[src/rtl/micro_pkg.sv]
// Shared encodings for the microprogram next-address controller:
// branch uops, sequencer ops and controller FSM states.
package micro_pkg;

    localparam logic [2:0] UOP_CONT  = 3'd0;
    localparam logic [2:0] UOP_JMP   = 3'd1;
    localparam logic [2:0] UOP_JCC   = 3'd2;
    localparam logic [2:0] UOP_CALL  = 3'd3;
    localparam logic [2:0] UOP_CCALL = 3'd4;
    localparam logic [2:0] UOP_RET   = 3'd5;
    localparam logic [2:0] UOP_WAIT  = 3'd6;
    localparam logic [2:0] UOP_DISP  = 3'd7;

    localparam logic [1:0] SEQ_NEXT = 2'd0;
    localparam logic [1:0] SEQ_JUMP = 2'd1;
    localparam logic [1:0] SEQ_CALL = 2'd2;
    localparam logic [1:0] SEQ_RET  = 2'd3;

    typedef enum logic [1:0] {
        BOOT = 2'd0,
        RUN  = 2'd1,
        HOLD = 2'd2
    } state_t;

endpackage

[src/rtl/micro_cond_mux.sv]
// Branch condition select: picks one of eight datapath flags and applies
// the microword polarity bit.
module micro_cond_mux (
    input  logic [7:0] cond,
    input  logic [2:0] sel,
    input  logic       pol,
    output logic       c
);

    assign c = cond[sel] ^ pol;

endmodule

[src/rtl/micro_control.sv]
// Next-address controller for the 12-bit microprogram sequencer.
// Define STACK_GUARD_EN to enable stack overflow/underflow substitution and the fault flag.
module micro_control
    import micro_pkg::*;
#(
    parameter int unsigned   AW           = 12,
    parameter logic [AW-1:0] RESET_VECTOR = AW'(12'h000),
    parameter logic [AW-1:0] IRQ_VECTOR   = AW'(12'h010),
    parameter logic [AW-1:0] FAULT_VECTOR = AW'(12'h020),
    parameter int unsigned   STACK_DEPTH  = 4
) (
    input  logic          clock,
    input  logic          reset,
    input  logic [2:0]    mw_uop,
    input  logic [2:0]    mw_cond_sel,
    input  logic          mw_cond_pol,
    input  logic [AW-1:0] mw_addr,
    input  logic [3:0]    disp_idx,
    input  logic [AW-1:0] upc,
    input  logic [7:0]    cond,
    input  logic          stall,
    input  logic          irq,
    output logic          irq_ack,
    output logic [1:0]    seq_op,
    output logic [AW-1:0] seq_din,
    output logic [AW-1:0] seq_offset,
    output logic [2:0]    depth,
    output logic          fault,
    input  logic          fault_clr
);

    state_t     state_q, state_d;
    logic [2:0] depth_q, depth_d;
    logic       c;

    micro_cond_mux u_cond_mux (
        .cond (cond),
        .sel  (mw_cond_sel),
        .pol  (mw_cond_pol),
        .c    (c)
    );

`ifdef STACK_GUARD_EN
    logic fault_q;
    logic fault_set;
`else
    logic unused_guard;
    assign unused_guard = ^{fault_clr, FAULT_VECTOR, STACK_DEPTH[2:0]};
`endif

    always_comb begin
        seq_op     = SEQ_NEXT;
        seq_din    = '0;
        seq_offset = '0;
        irq_ack    = 1'b0;
        state_d    = state_q;
        depth_d    = depth_q;
`ifdef STACK_GUARD_EN
        fault_set  = 1'b0;
`endif
        unique case (state_q)
            BOOT: begin
                seq_op  = SEQ_JUMP;
                seq_din = RESET_VECTOR;
                state_d = stall ? HOLD : RUN;
            end
            RUN, HOLD: begin
                if (stall) begin
                    // Refetch the word in the pipeline register until stall drops.
                    seq_op  = SEQ_JUMP;
                    seq_din = upc;
                    state_d = HOLD;
                end else begin
                    state_d = RUN;
                    case (mw_uop)
                        UOP_CONT:  seq_op = SEQ_NEXT;
                        UOP_JMP:   begin seq_op = SEQ_JUMP; seq_din = mw_addr; end
                        UOP_JCC:   if (c) begin seq_op = SEQ_JUMP; seq_din = mw_addr; end
                        UOP_CALL:  begin seq_op = SEQ_CALL; seq_din = mw_addr; end
                        UOP_CCALL: if (c) begin seq_op = SEQ_CALL; seq_din = mw_addr; end
                        UOP_RET:   seq_op = SEQ_RET;
                        UOP_WAIT:  if (!c) begin seq_op = SEQ_JUMP; seq_din = upc; end
                        UOP_DISP:  begin
                            seq_op     = SEQ_JUMP;
                            seq_din    = mw_addr;
                            seq_offset = AW'(disp_idx);
                        end
                    endcase
                    if (state_q == RUN && irq && mw_uop == UOP_CONT) begin
                        seq_op  = SEQ_CALL;
                        seq_din = IRQ_VECTOR;
                        irq_ack = 1'b1;
                    end
`ifdef STACK_GUARD_EN
                    if ((seq_op == SEQ_CALL && depth_q == STACK_DEPTH[2:0]) ||
                        (seq_op == SEQ_RET && depth_q == 3'd0)) begin
                        seq_op     = SEQ_JUMP;
                        seq_din    = FAULT_VECTOR;
                        seq_offset = '0;
                        irq_ack    = 1'b0;
                        depth_d    = '0;
                        fault_set  = 1'b1;
                    end else
`endif
                    if (seq_op == SEQ_CALL) begin
                        depth_d = depth_q + 3'd1;
                    end else if (seq_op == SEQ_RET) begin
                        depth_d = depth_q - 3'd1;
                    end
                end
            end
            default: state_d = BOOT;
        endcase
    end

    always_ff @(posedge clock or posedge reset) begin
        if (reset) begin
            state_q <= BOOT;
            depth_q <= '0;
        end else begin
            state_q <= state_d;
            depth_q <= depth_d;
        end
    end

`ifdef STACK_GUARD_EN
    // A fault raised this cycle outranks a simultaneous clear.
    always_ff @(posedge clock or posedge reset) begin
        if (reset) begin
            fault_q <= 1'b0;
        end else if (fault_set) begin
            fault_q <= 1'b1;
        end else if (fault_clr) begin
            fault_q <= 1'b0;
        end
    end

    assign fault = fault_q;
`else
    assign fault = 1'b0;
`endif

    assign depth = depth_q;

endmodule

[config.mk]
export PLATFORM = sky130hd
export DESIGN_NAME = micro_control
export DESIGN_NICKNAME = d
export VERILOG_FILES = /design/src/rtl/micro_pkg.sv /design/src/rtl/micro_cond_mux.sv /design/src/rtl/micro_control.sv
export SDC_FILE = /design/constraint.sdc
export NUM_CORES = 1
export LEC_CHECK = 0
export CORE_ASPECT_RATIO = 0.75
export CORE_MARGIN = 2
export CORE_UTILIZATION = 27
export CTS_CLUSTER_SIZE = 14
export DETAILED_ROUTE_END_ITERATION = 10
export PLACE_DENSITY = 0.85
export SKIP_LAST_GASP = 1
export SYNTH_ARGS = -nofsm -noshare
export SYNTH_HDL_FRONTEND = slang
export SYNTH_SLANG_ARGS = --single-unit
[constraint.sdc]
create_clock -name clock -period 2.8 [get_ports clock]
set_input_delay 0.7 -clock clock [delete_from_list [all_inputs] [get_ports clock]]
set_output_delay 0.7 -clock clock [all_outputs]
set_load 0.005 [all_outputs]
# ---- Yosys cells after proc, flatten, opt, wreduce, memory -nomap -nowiden
# Index checks and enable logic that the tools add are counted.
dict set report word_totals {
  input_bits 48
  out_inout_bits 31
  elab_cells 56
  reg_bits 5
}
dict set report classes {
  bitwise_logic 2
  order_cmp 1
  muxes 27
  addsub 2
  n_eq_ne 11
  n_reduce_logical 11
}
# operator n
set op_table {}
lappend op_table {{12-bit two-way mux} 5}
lappend op_table {{12-bit case mux with 3 select lines} 1}
lappend op_table {{2-bit two-way mux} 7}
lappend op_table {{2-bit case mux with 7 select lines} 1}
lappend op_table {{3-bit == test (second input constant)} 4}
lappend op_table {{4-bit two-way mux} 3}
lappend op_table {{2-bit == test (second input constant)} 3}
lappend op_table {{3-bit by 2-bit == test with 1-bit output (second input constant)} 2}
lappend op_table {{1-bit two-way mux} 6}
lappend op_table {{3-bit two-way mux} 2}
lappend op_table {{2-bit OR reduction} 3}
lappend op_table {{3-bit OR reduction} 2}
lappend op_table {{3-bit by 4-bit < comparator with 1-bit output (second input constant)} 1}
lappend op_table {{2-bit case mux with 2 select lines} 1}
lappend op_table {{3-bit by 1-bit adder with 3-bit output (second input constant)} 1}
lappend op_table {{1-bit binary-select mux with 3-bit select} 1}
lappend op_table {{3-bit by 1-bit == test with 1-bit output (second input constant)} 1}
lappend op_table {{3-bit logical NOT} 1}
lappend op_table {{3-bit AND reduction} 1}
lappend op_table {{3-bit by 1-bit subtractor with 3-bit output (second input constant)} 1}
lappend op_table {{2-bit by 1-bit == test with 1-bit output (second input constant)} 1}
lappend op_table {{1-bit logical AND} 2}
lappend op_table {{2-bit logical NOT} 1}
lappend op_table {{2-bit nonzero test} 1}
lappend op_table {{2 further kinds} 2}

# ---- Longest topological paths before layout
dict set report depth {
  ltp_word 11
  depth_mapped 11
  ltp_nobuf 11
}

# ---- Hierarchy
# A second synthesis with hierarchy kept.
dict set report hier_totals {
  hier_cells 116
  area_unflattened_um2 895.9
}
# mod seq_area_each_um2 cells_each area_each_um2 n_inst
set by_module_without_submodules {}
lappend by_module_without_submodules {micro_control 125.1 109 819.5 1}
lappend by_module_without_submodules {micro_cond_mux 0.0 7 76.3 1}

# ---- Least setup slack after synthesis
# Ideal clock, no wire load.
dict set report synth_timing {
  kind {input-to-output}
  from {input port mw_cond_sel[0]}
  to {output port seq_din[10]}
  cell_stages 8
  path_buffers 1
  t_required_ns 2.100
  path_slack_ns -0.022
  arrival_ns 2.122
  path_cell_list {mux2_4 > a2bb2oi_2 > a21bo_1 > and2_4 > and3b_1 > o21a_1 > buf_6 > a22o_1}
}
dict set report synth_between {
  elab_chain_len 8
  word_cells_on_any_way 9
  classes_between {8 x mux; 1 x bitwise}
}
# item line_no
set synth_lines {}
lappend synth_lines {{from (decl)} micro_control.sv:15} ;# input logic [2:0] mw_cond_sel,
lappend synth_lines {{1-bit binary-select mux with 3-bit select *} micro_cond_mux.sv:10} ;# assign c = cond[sel] ^ pol;
lappend synth_lines {{1-bit two-way mux (not written as such) *} micro_cond_mux.sv:10}
lappend synth_lines {{1-bit bitwise XOR *} micro_cond_mux.sv:10}
lappend synth_lines {{12-bit two-way mux, on equally long branches} {micro_control.sv:82, micro_control.sv:78, micro_control.sv:80}}
lappend synth_lines {{12-bit case mux with 3 select lines *} micro_control.sv:75} ;# case (mw_uop)
lappend synth_lines {{12-bit two-way mux *} micro_control.sv:89} ;# if (state_q == RUN && irq && mw_uop == UOP_CONT) begin
lappend synth_lines {{12-bit two-way mux *} micro_control.sv:68} ;# if (stall) begin
lappend synth_lines {{12-bit two-way mux *} micro_control.sv:61} ;# unique case (state_q)
lappend synth_lines {{to (decl)} micro_control.sv:25} ;# output logic [AW-1:0] seq_din,
# Every way passes the cells marked *; elsewhere a longest branch is shown, timed or not. The select of a mux whose other input is x is not followed.

# ---- Worst setup path after layout
dict set report layout_timing {
  from {input port mw_cond_sel[0]}
  to {output port seq_din[11]}
}
# The elaborated chain is that of the path after synthesis.

==> parameters.txt <==
Parameter                              Value

Drt
  Via density    4.665
  Count of routing violations after the opening detailed-route iteration    12
  Number of iterations in the first detailed-routing pass    4
  Wire length per cell after detailed routing    13.11 um
  Total length of routed wires    3015 um
  Remaining routing DRC violations    0
  Via Count    1073
  Final ANT Viol Nets    0

Clock network
  Cts bufs inserted    3
  Clock tree from TritonCTS    built
  Clock latency at the later pin of the worst-skew pair    220 ps
  H-Tree Level Count    1
  Total number of clock tree sinks    5
  Total of hold buffers inserted after clock tree synthesis    0
  Clock tree root driver cell    clkbuf_8
  CTS clk-pin slew, worst paths    40 ps
  CTS Buffer Depth    2

Yosys
  Average cell area after synthesis    8.557 um^2
  Area of the mapped netlist    795.8 um^2
  Main area contributors after synthesis    dfrtp_1, a22o_1, buf_4, ha_1, mux2i_1
  Yosys warning total    0
  Sequential-to-total area share from yosys stat    15.72%
  Distinct cell type count of the synthesized netlist    42
  Instance count of the mapped netlist    93
  Flop and latch count out of synthesis    5
  Yosys top cell area share    15.72%
  Largest area contributor in the synthesized netlist    dfrtp_1

Power and ir drop
  Clock Power Share    21.8%
  Pwr/cell area    346.7 mW/mm^2
  Flop pwr share    19.6%
  Internal power of the cells    0.0004246 W
  Worst-case vdd ir drop    0.0002314 V
  Sw Share    31.13%
  Combinational share of power    58.6%
  Net Sw Power    0.0001919 W
  Leakage power total    0.8738 nW
  Final total power    0.0006165 W

Run status
  Failing checks    setup timing
  Run status    finished with violations

Timing
  Final setup violation count    14
  Achievable Freq    316.4 MHz
  Period utilization    112.9%
  RSZ-0062 raised after global routing    yes
  Post-route setup slack    -360.1 ps
  Fin. max-slew vios    0
  Number of endpoints with negative hold slack in the final report    0
  Worst hold slack    468.8 ps
  Post-layout min period    3160 ps
  Final Skew    1.730 ps

Global routing
  All-Layer GR Usage    16.88%
  GR Layer Usage met1    18.36%
  GR Layer Usage met2    32.17%
  Via count of the first global-routing pass    1054
  Pin count of the biggest net entering global routing    8
  Most heavily used metal layer in global routing    met2
  GR Overflow Total    0
  Wire length of the first global-routing pass    4429 um
  Number of antenna violations at the first check in global routing    0
  GR Layer Usage met3    2.203%

Critical path
  Setup Crit Path Kind    input pin to output port
  Crit path required time    2100 ps
  Endpoint kind of the worst setup timing path    output port
  Reg2reg setup slack    300 ps
  Arrival time of data at the critical path endpoint    2460 ps
  Capture instance of the worst register-to-register path    depth[2]
  Kind of launch point of the worst setup path    input pin
  Critical Path Start    mw_cond_sel[0]
  Number of cells traversed by the worst register-to-register path    13
  Worst reg2reg path startpoint    state_q[1]
  Maximum net fanout on the critical path    3

Floorplanning
  Area of the die    0.003402 mm^2
  Y dimension of the die    51.02 um
  Ports placed on the boundary    79
  Area of the core    0.002872 mm^2
  Horizontal extent of the die    66.69 um
  Initial standard-cell utilization of the core    27.71%
  Number of core rows    17

Placement
  Half-perimeter wire length of the detailed placement result    2275 um
  Number of input and output port buffers inserted    68
  Routability cong.    0.7212

Layout
  Area used by sequential logic in the layout    125.1 um^2
  Fraction of final layout cells sized beyond drive strength 1    40.63%
  Post-route core utilization    61.92%
  Most used cells in the layout excluding fill and tap cells    clkdlybuf4s50_1, buf_4, buf_2
  Area used by multi-input combinational logic    701.9 um^2
  Post-synthesis to final-layout area growth    123.4%
  Final net count    246
  Total of fill cells in the finished design    237
  Most frequent standard cell in the layout excluding fill and tap cells    clkdlybuf4s50_1
  Antenna diodes    0

Hold path
  WHS Endpoint    depth[2]
  Source of the worst hold timing path    depth[2]
  Type of the most critical hold path    flip-flop to flip-flop
  Hold-critical path depth    1

Job
  Maximum capacitance violations    0
## worst max-delay path: stages
cell	delay (ps)
buf_6	100
mux2_4	290
a2bb2oi_2	160
a21bo_1	180
and2_4	140
and3b_2	220
o21a_4	230
buf_6	120
a22o_4	210
buf_6	110
## synthesized netlist by cell type, drive strengths merged
cell and n:
mux2i 3, a22o 11, nand2 6, ha 4
xor2 1, inv 6, nand4 1, nand2b 3
mux2 2, nand4b 1, nand3 1, conb 1
nand3b 1, a211o 1, and3b 1, or4 1
nor2b 1, o2bb2ai 1, a21boi 1, dfrtp 5
nor2 6, a21bo 1, a21o 2, and2 6
fa 1, o21a 3, a31oi 1, nor3b 1
a21oi 1, a22oi 1, a2bb2oi 2, o21ai 1
xnor2 1, and2b 2, buf 12
## registers in the layout, summed over array words and instances, names as in the netlist
name	count
depth	3
state_q	2
## worst max path at each step
stage	endpoint	slack (ps)	cells past startpoint
2_1_floorplan	seq_din[10]	-20	8
5_1_grt	seq_din[10]	-410	11
6_report	seq_din[11]	-360	10
3_5_place_dp	seq_din[3]	-1430	10
4_1_cts	seq_din[11]	-410	10
3_3_place_gp	seq_din[11]	-1320	10
## metal layers
layer	vias to the layer above	routed length (um)
li1	514	-
met1	503	1081
met2	50	1678
met3	6	193
met4	0	61
met5	-	0
## logic make-up after synthesis
| family | count (synthesis) | share of synthesized area, % |
|---|---|---|
| AO/OA/AOI/OAI | 26 | 27.67 |
| XOR/XNOR | 2 | 2.202 |
| adder cells (fa/ha/maj) | 5 | 8.805 |
| buffers and inverters | 18 | 15.09 |
| flip-flops | 5 | 15.72 |
| multiplexers | 5 | 7.075 |
| other | 1 | 0.4712 |
| AND/OR/NAND/NOR | 31 | 22.96 |
## through the flow
step	TNS [ps]	instances	area, um^2	setup WS [ps]
floorplan	-199.2	101	825.8	-22.13
global placement	-19520	213	1592	-1316
detailed placement	-21240	213	1592	-1433
CTS	-4831	228	1748	-409.3
global route	-5172	230	1778	-413.0
finish	-4202	230	1778	-360.1
## power by group through the flow
stage	logic, W	registers [W]	clock network [W]
3_3_place_gp	0.000305	0.000121	0
6_report	0.000361	0.000121	0.000134
5_1_grt	0.000389	0.000125	0.000142
2_1_floorplan	0.000131	0.000122	0
4_1_cts	0.000350	0.000122	0.000137
3_5_place_dp	0.000318	0.000122	0
## repair_timing
item,in CTS,in global routing
setup buffers,10,2
endpoints found under the hold margin,0,0
gates cloned,2,0
pin swaps,23,16
gates resized for setup,115,14
endpoints found under the setup margin,21,16
## final cells by class
| class | instances | area share [%] |
|---|---|---|
| Timing Repair Buffer | 97 | 47.01 |
| Clock buffer | 4 | 2.533 |
| Sequential cell | 5 | 7.037 |
| Inverter | 6 | 1.267 |
| Tap cell | 38 | 2.674 |
| Multi-Input combinational cell | 80 | 39.48 |
Power figures use the tool's default switching activity.
